**src/rtl/police_sprite_fetch_pkg.sv**
```systemverilog
// Purpose : shared sprite geometry, screen limits and the sprite pixel image
// Latency : n/a (constants, types and a pure function)
// Backpressure: n/a
package police_sprite_fetch_pkg;

  localparam int DEF_SPR_W     = 32;
  localparam int DEF_SPR_H     = 32;
  localparam int DEF_N_FRAMES  = 4;
  localparam int DEF_FRAME_DIV = 8;

  // Index 0 maps to the magenta colour key in palette_police.
  localparam logic [7:0] TRANSPARENT_IDX = 8'h00;

  localparam int SCREEN_W = 640;
  localparam int SCREEN_H = 480;

  typedef logic [9:0] coord_t;

  // Sprite image contents. The bottom row is fully transparent; every other
  // pixel is non-zero, with the animation frame in the top two bits and a
  // column/row pattern below, so frame, row and column are all visible in
  // the index value.
  function automatic logic [7:0] sprite_pixel(input int unsigned frame,
                                              input int unsigned row,
                                              input int unsigned col,
                                              input int unsigned last_row);
    if (row == last_row) return TRANSPARENT_IDX;
    return 8'((frame * 64) + (((col ^ row) & 31) * 2) + 1);
  endfunction

endpackage

```
**src/rtl/police_sprite_fetch_rom.sv**
```systemverilog
// Purpose : police sprite image ROM, one 8-bit palette index per address
// Latency : 1 cycle (synchronous read)
// Backpressure: none, a read every cycle
//
// Ports:
//   i_clk   pixel clock
//   i_addr  {frame, row, col} address
//   o_data  palette index, valid the cycle after i_addr
module police_sprite_fetch_rom
  import police_sprite_fetch_pkg::*;
#(
  parameter int SPR_W    = DEF_SPR_W,
  parameter int SPR_H    = DEF_SPR_H,
  parameter int N_FRAMES = DEF_N_FRAMES,
  localparam int XW      = $clog2(SPR_W),
  localparam int YW      = $clog2(SPR_H),
  localparam int FW      = $clog2(N_FRAMES),
  localparam int AW      = FW + YW + XW
) (
  input  logic          i_clk,
  input  logic [AW-1:0] i_addr,
  output logic [7:0]    o_data
);

  logic [7:0] r_data;

  // No reset: downstream masks the data with a reset hit flag.
  always_ff @(posedge i_clk) begin
    r_data <= sprite_pixel(32'(i_addr[AW-1 -: FW]),
                           32'(i_addr[XW +: YW]),
                           32'(i_addr[XW-1:0]),
                           32'(SPR_H - 1));
  end

  assign o_data = r_data;

endmodule

```
**src/rtl/police_sprite_fetch.sv**
```systemverilog
// Purpose : raster coords -> police sprite palette index, with walk animation
// Latency : 2 cycles from i_draw_x/i_draw_y/i_pix_valid to outputs
// Backpressure: none, fully pipelined at one pixel per clock
//
// Optional feature: define POLICE_MIRROR_EN to flip the sprite horizontally
// while i_facing_left (as latched at frame start) is set.
//
// Ports:
//   i_clk, i_rst_n        pixel clock, async active-low reset
//   i_frame_start         1-cycle pulse at start of vertical blank
//   i_pos_x, i_pos_y      sprite top-left corner (latched at frame start)
//   i_moving              walking, advances animation at frame start
//   i_facing_left         direction, used only with POLICE_MIRROR_EN
//   i_draw_x, i_draw_y    current raster position
//   i_pix_valid           raster position is in active video
//   o_index               palette index (0 = transparent)
//   o_index_valid         i_pix_valid delayed by 2 cycles
//   o_is_police           sprite covers the pixel and index is non-zero
module police_sprite_fetch
  import police_sprite_fetch_pkg::*;
#(
  parameter int SPR_W     = DEF_SPR_W,
  parameter int SPR_H     = DEF_SPR_H,
  parameter int N_FRAMES  = DEF_N_FRAMES,
  parameter int FRAME_DIV = DEF_FRAME_DIV
) (
  input  logic       i_clk,
  input  logic       i_rst_n,
  input  logic       i_frame_start,
  input  logic [9:0] i_pos_x,
  input  logic [9:0] i_pos_y,
  input  logic       i_moving,
  input  logic       i_facing_left,
  input  logic [9:0] i_draw_x,
  input  logic [9:0] i_draw_y,
  input  logic       i_pix_valid,
  output logic [7:0] o_index,
  output logic       o_index_valid,
  output logic       o_is_police
);

  localparam int XW = $clog2(SPR_W);
  localparam int YW = $clog2(SPR_H);
  localparam int FW = $clog2(N_FRAMES);
  localparam int AW = FW + YW + XW;
  localparam int DW = (FRAME_DIV > 1) ? $clog2(FRAME_DIV) : 1;

  // Frame-stable copies of the sprite position so a mid-frame update
  // cannot tear the sprite.
  coord_t r_pos_x;
  coord_t r_pos_y;

  logic [FW-1:0] r_anim_frame;
  logic [DW-1:0] r_div_cnt;

  logic [10:0]   w_dx;
  logic [10:0]   w_dy;
  logic          w_hit;
  logic [XW-1:0] w_col;
  logic [AW-1:0] w_addr;

  logic          r_hit1;
  logic          r_vld1;
  logic [AW-1:0] r_addr1;
  logic          r_hit2;
  logic          r_vld2;
  logic [7:0]    w_rom_data;

`ifdef POLICE_MIRROR_EN
  logic r_facing_left;
`else
  logic w_unused_facing;
  assign w_unused_facing = i_facing_left;
`endif

  always_ff @(posedge i_clk or negedge i_rst_n) begin
    if (!i_rst_n) begin
      r_pos_x <= '0;
      r_pos_y <= '0;
`ifdef POLICE_MIRROR_EN
      r_facing_left <= 1'b0;
`endif
    end else if (i_frame_start) begin
      r_pos_x <= i_pos_x;
      r_pos_y <= i_pos_y;
`ifdef POLICE_MIRROR_EN
      r_facing_left <= i_facing_left;
`endif
    end
  end

  // Animation steps once every FRAME_DIV video frames while walking;
  // i_moving only matters at frame start, so it needs no shadow copy.
  always_ff @(posedge i_clk or negedge i_rst_n) begin
    if (!i_rst_n) begin
      r_div_cnt    <= '0;
      r_anim_frame <= '0;
    end else if (i_frame_start) begin
      if (i_moving) begin
        if (r_div_cnt == DW'(FRAME_DIV - 1)) begin
          r_div_cnt    <= '0;
          r_anim_frame <= r_anim_frame + FW'(1);
        end else begin
          r_div_cnt <= r_div_cnt + DW'(1);
        end
      end else begin
        r_div_cnt    <= '0;
        r_anim_frame <= '0;
      end
    end
  end

  // 11-bit differences: bit 10 set means the raster is left of / above the
  // sprite, so it fails the range test instead of wrapping.
  assign w_dx  = {1'b0, i_draw_x} - {1'b0, r_pos_x};
  assign w_dy  = {1'b0, i_draw_y} - {1'b0, r_pos_y};
  assign w_hit = i_pix_valid & (w_dx[10:XW] == '0) & (w_dy[10:YW] == '0);

`ifdef POLICE_MIRROR_EN
  // For a power-of-two width, bit inversion equals SPR_W-1-dx.
  assign w_col = r_facing_left ? ~w_dx[XW-1:0] : w_dx[XW-1:0];
`else
  assign w_col = w_dx[XW-1:0];
`endif

  assign w_addr = {r_anim_frame, w_dy[YW-1:0], w_col};

  always_ff @(posedge i_clk or negedge i_rst_n) begin
    if (!i_rst_n) begin
      r_hit1  <= 1'b0;
      r_vld1  <= 1'b0;
      r_addr1 <= '0;
      r_hit2  <= 1'b0;
      r_vld2  <= 1'b0;
    end else begin
      r_hit1  <= w_hit;
      r_vld1  <= i_pix_valid;
      r_addr1 <= w_addr;
      r_hit2  <= r_hit1;
      r_vld2  <= r_vld1;
    end
  end

  police_sprite_fetch_rom #(
    .SPR_W    (SPR_W),
    .SPR_H    (SPR_H),
    .N_FRAMES (N_FRAMES)
  ) u_rom (
    .i_clk  (i_clk),
    .i_addr (r_addr1),
    .o_data (w_rom_data)
  );

  // r_hit2 is reset, so the outputs clear immediately on reset even though
  // the ROM data register is not.
  assign o_index       = r_hit2 ? w_rom_data : TRANSPARENT_IDX;
  assign o_is_police   = r_hit2 & (w_rom_data != TRANSPARENT_IDX);
  assign o_index_valid = r_vld2;

endmodule

```
**config.mk**
```make
export PLATFORM = sky130hd
export DESIGN_NAME = police_sprite_fetch
export DESIGN_NICKNAME = d
export VERILOG_FILES = /design/src/rtl/police_sprite_fetch_pkg.sv /design/src/rtl/police_sprite_fetch_rom.sv /design/src/rtl/police_sprite_fetch.sv
export SDC_FILE = /design/constraint.sdc
export NUM_CORES = 1
export LEC_CHECK = 0
export BUFFER_PORTS_ARGS = -buffer_cell sky130_fd_sc_hd__buf_2
export CAP_MARGIN = 20
export CORE_ASPECT_RATIO = 0.8
export CORE_MARGIN = 5
export CORE_UTILIZATION = 35
export CTS_BUF_LIST = sky130_fd_sc_hd__clkbuf_4
export DETAILED_ROUTE_END_ITERATION = 16
export PLACE_DENSITY = 0.65
export SYNTH_ARGS = -nofsm -noshare
export SYNTH_HDL_FRONTEND = slang
export SYNTH_HIERARCHICAL = 1
export SYNTH_SLANG_ARGS = --single-unit
```
**constraint.sdc**
```tcl
create_clock -name i_clk -period 5.7 [get_ports i_clk]
set_clock_uncertainty 0.15 [all_clocks]
set_input_delay 1.425 -clock i_clk [delete_from_list [all_inputs] [get_ports i_clk]]
set_output_delay 1.425 -clock i_clk [all_outputs]
set_load 0.02 [all_outputs]
```
==> results.md <==
* HP Class: register to register
* Post_cts resized at 0
* Hold_buf cts at 0
* Vias in the first global route at 2,123
* Final Critical Period at around 3400 ps
* Status: finished, final reports clean
* Endpoints failing hold at 0
* Routed vias/inst at 4.72
* Clock sinks at 49
* Crit path kind: input pin to register
* Max_cap viols at 0
* Yosys warns at 6
* Placer Congestion at 0.818
* Rel. slew slack at between 50% and 60%
* Initial antenna violation count at 0
* Post-layout util at between 40% and 50%
* Initial drt markers at 52
* Total grt overflow at 0
* Comb pwr share at 26.9%
* Final setup margin at ~2300 ps
* Net Count, Synth at ~350
* Total die area at 9620 µm²
* Mapped Avg Cell Area at 9.55 µm²
* Max Buffers Root-to-Sink at 2
* Clock Latency Late Sink at about 370 ps
* Required @ worst endpoint at roughly 5800 ps
* Vias at 2,104
* Netlist cell types at 50
* Clk root buf: clkbuf_4
* FMAX at 296 MHz
* CP arrival at approximately 3500 ps
* Largest net degree at the start of global routing at 49
* Port Buffer Count at 54
* Initial Utilization at ~36%
* Sw Ratio at 32.6%
* Ys flop type: dfrtp_1
* Placed standard-cell area at roughly 3000 µm²
* Max Slew Vio Count at 0
* TNS Setup at 0 ps
* Chip width at 108 µm
* CORE AREA at 7460 µm²
* Num CTS Buffers at 5
* Sequential area share after synthesis at a little over two fifths
* Tot Pwr at a little over 800 µW
* Flop pwr share at between 50% and 60%
* CP startpoint kind: input pin
* Row cnt at 28
* Post-route cell area at ~3200 µm²
* NetSw at 268 µW
* Ant diodes at 0
* Fraction of layout cells with a size suffix above 1 at around 22%
* Remaining DRCs at 0
* # nets final at 410
* Setup Buffers After CTS at 0
* Tightest Pin Transition at around 700 ps
* Setup crit end kind: register
* HPWL after detailed placement at 4150 µm
* #FFs+latches synth at between 40 and 50
* Commonest non-fill, non-tap cell in the layout: buf_2
* Maximum VDD drop at between 100 and 150 µV
* Total GRT Usage at between 10 and 15%
* Area grow syn2layout at 16.7%
* Post-DRT Antenna Nets at 0
* H-tree depth at 2
* Synth Instances at approximately 280
* CTS clk-pin slew, worst paths at approximately 150 ps
* P_leak at about 1.5 nW
* Fill count at about 750
* Netlist Area Pre-Place at roughly 2700 µm²
* RSZ-0062 raised after global routing: false
* Number of synthesized flops with an enable pin at 0
* Clock share of power at between 20% and 30%
* CTS tree: yes
* Final setup violation count at 0
* Power per cell area at 261 nW/µm²
* Async S/R FF share, synth at 83.7%
* IO Pins at 56
* First drt pass iteration count at 4
* Routed len/inst at 12.1 µm
* Global-route wire length before repair at about 9300 µm
* Post-place setup slack at 1950 ps
* Cell Int Power at ~560 µW
* Die height at just under 90 µm
* Final period utilization at between 50% and 60%
* WL final at 5380 µm
* Critical Path Fanout Max at 7
* Most frequent cells in the layout: buf_2 (54), dfrtp_1 (41), inv_1 (34)
[logic make-up (layout without fill, tap and decap cells)]
kind of cell / after synthesis / after routing / share of synthesized area [%]
DFF: 49 / 49 / 43.7
muxes: 5 / 5 / 2.03
adders and majority gates: 24 / 24 / 11.6
buffers and inverters: 40 / 97 / 5.81
and+or+nand+nor: 73 / 73 / 14.4
AOI/OAI and AO/OA: 81 / 81 / 18.6
xor gates and xnor gates: 12 / 12 / 3.88
[state kept, by name (all words and copies together) (netlist names)]
register	flops
r_addr1	12
r_pos_x	10
r_pos_y	10
u_rom/o_data	8
r_div_cnt	3
r_anim_frame	2
o_index_valid	1
r_hit1	1
r_hit2	1
r_vld1	1
[worst paths after layout]
path                       slack, ps  cells past startpoint            end   startpoint
max                             2320                      9         r_hit1  i_draw_x[6]
min                              220                      0  o_index_valid       r_vld1
max reg2reg                     3100                      9         r_hit1   r_pos_x[6]
min reg2reg                      220                      0  o_index_valid       r_vld1
max in group asynchronous       4160                      2     r_addr1[7]      i_rst_n
min in group asynchronous        770                      1   r_div_cnt[1]      i_rst_n
[per-stage QoR]
step                      cells  hold WS, ps
after floorplan             284          181
after global placement      437          182
after detailed placement    437          190
after CTS                   445          225
after global routing        446          235
final                       446          219
[final cells by class]
| cell class | instances | area (µm²) | area share (%) |
|---|---|---|---|
| clock buffer | 5 | 37.5 | 1.19 |
| clock inverter | 3 | 22.5 | 0.712 |
| inverter | 34 | 128 | 4.03 |
| multi-input combinational | 195 | 1370 | 43.2 |
| sequential | 49 | 1190 | 37.5 |
| tap | 105 | 131 | 4.15 |
| timing repair buffer | 55 | 290 | 9.18 |
[critical path, stage by stage]
cell and delay (ps):
buf_2 100, ha_1 370, a21o_1 200, a21oi_2 150, o221ai_1 140, or4_1 530
nor4_1 310, nand4_1 150, nor4_2 140
[synth_stat cells (2+ instances only)]
library cell	n	area, µm²
a211oi_1	3	22.5
a21boi_1	2	15.0
a21o_1	2	15.0
a21oi_1	15	75.1
a21oi_2	2	17.5
and2_1	8	50.1
and4_1	3	26.3
clkbuf_1	4	15.0
dfrtp_1	41	1030
dfxtp_1	8	160
fa_1	2	40.0
ha_1	22	275
inv_1	34	128
mux2_2	3	33.8
nand2_1	23	86.3
nand2b_1	7	43.8
nand3_1	5	25.0
nand4_1	2	12.5
nor2_1	12	45.0
nor2b_1	3	18.8
nor4_1	3	18.8
o21a_1	5	37.5
o21ai_0	31	155
o21ai_1	5	25.0
o21bai_1	3	22.5
o221ai_1	2	17.5
xnor2_1	10	87.6
xor2_1	2	17.5
[routing by layer]
metal  vias to the layer above  track usage, %  routed length (µm)
met2                        41            19.9                2460
met3                         8            2.99                 261
li1                       1084               -                   -
met4                         0            3.78                  69
met5                         -               0                   0
met1                       971            15.7                2590
[power by group through the flow]
stage	Sequential (mW)	Clock [mW]	Combinational, mW
after floorplan	0.432	0	0.168
after global placement	0.440	0	0.216
after detailed placement	0.441	0	0.221
after CTS	0.434	0.181	0.222
after global routing	0.441	0.192	0.254
final	0.433	0.170	0.221
Power figures use the tool's default switching activity.
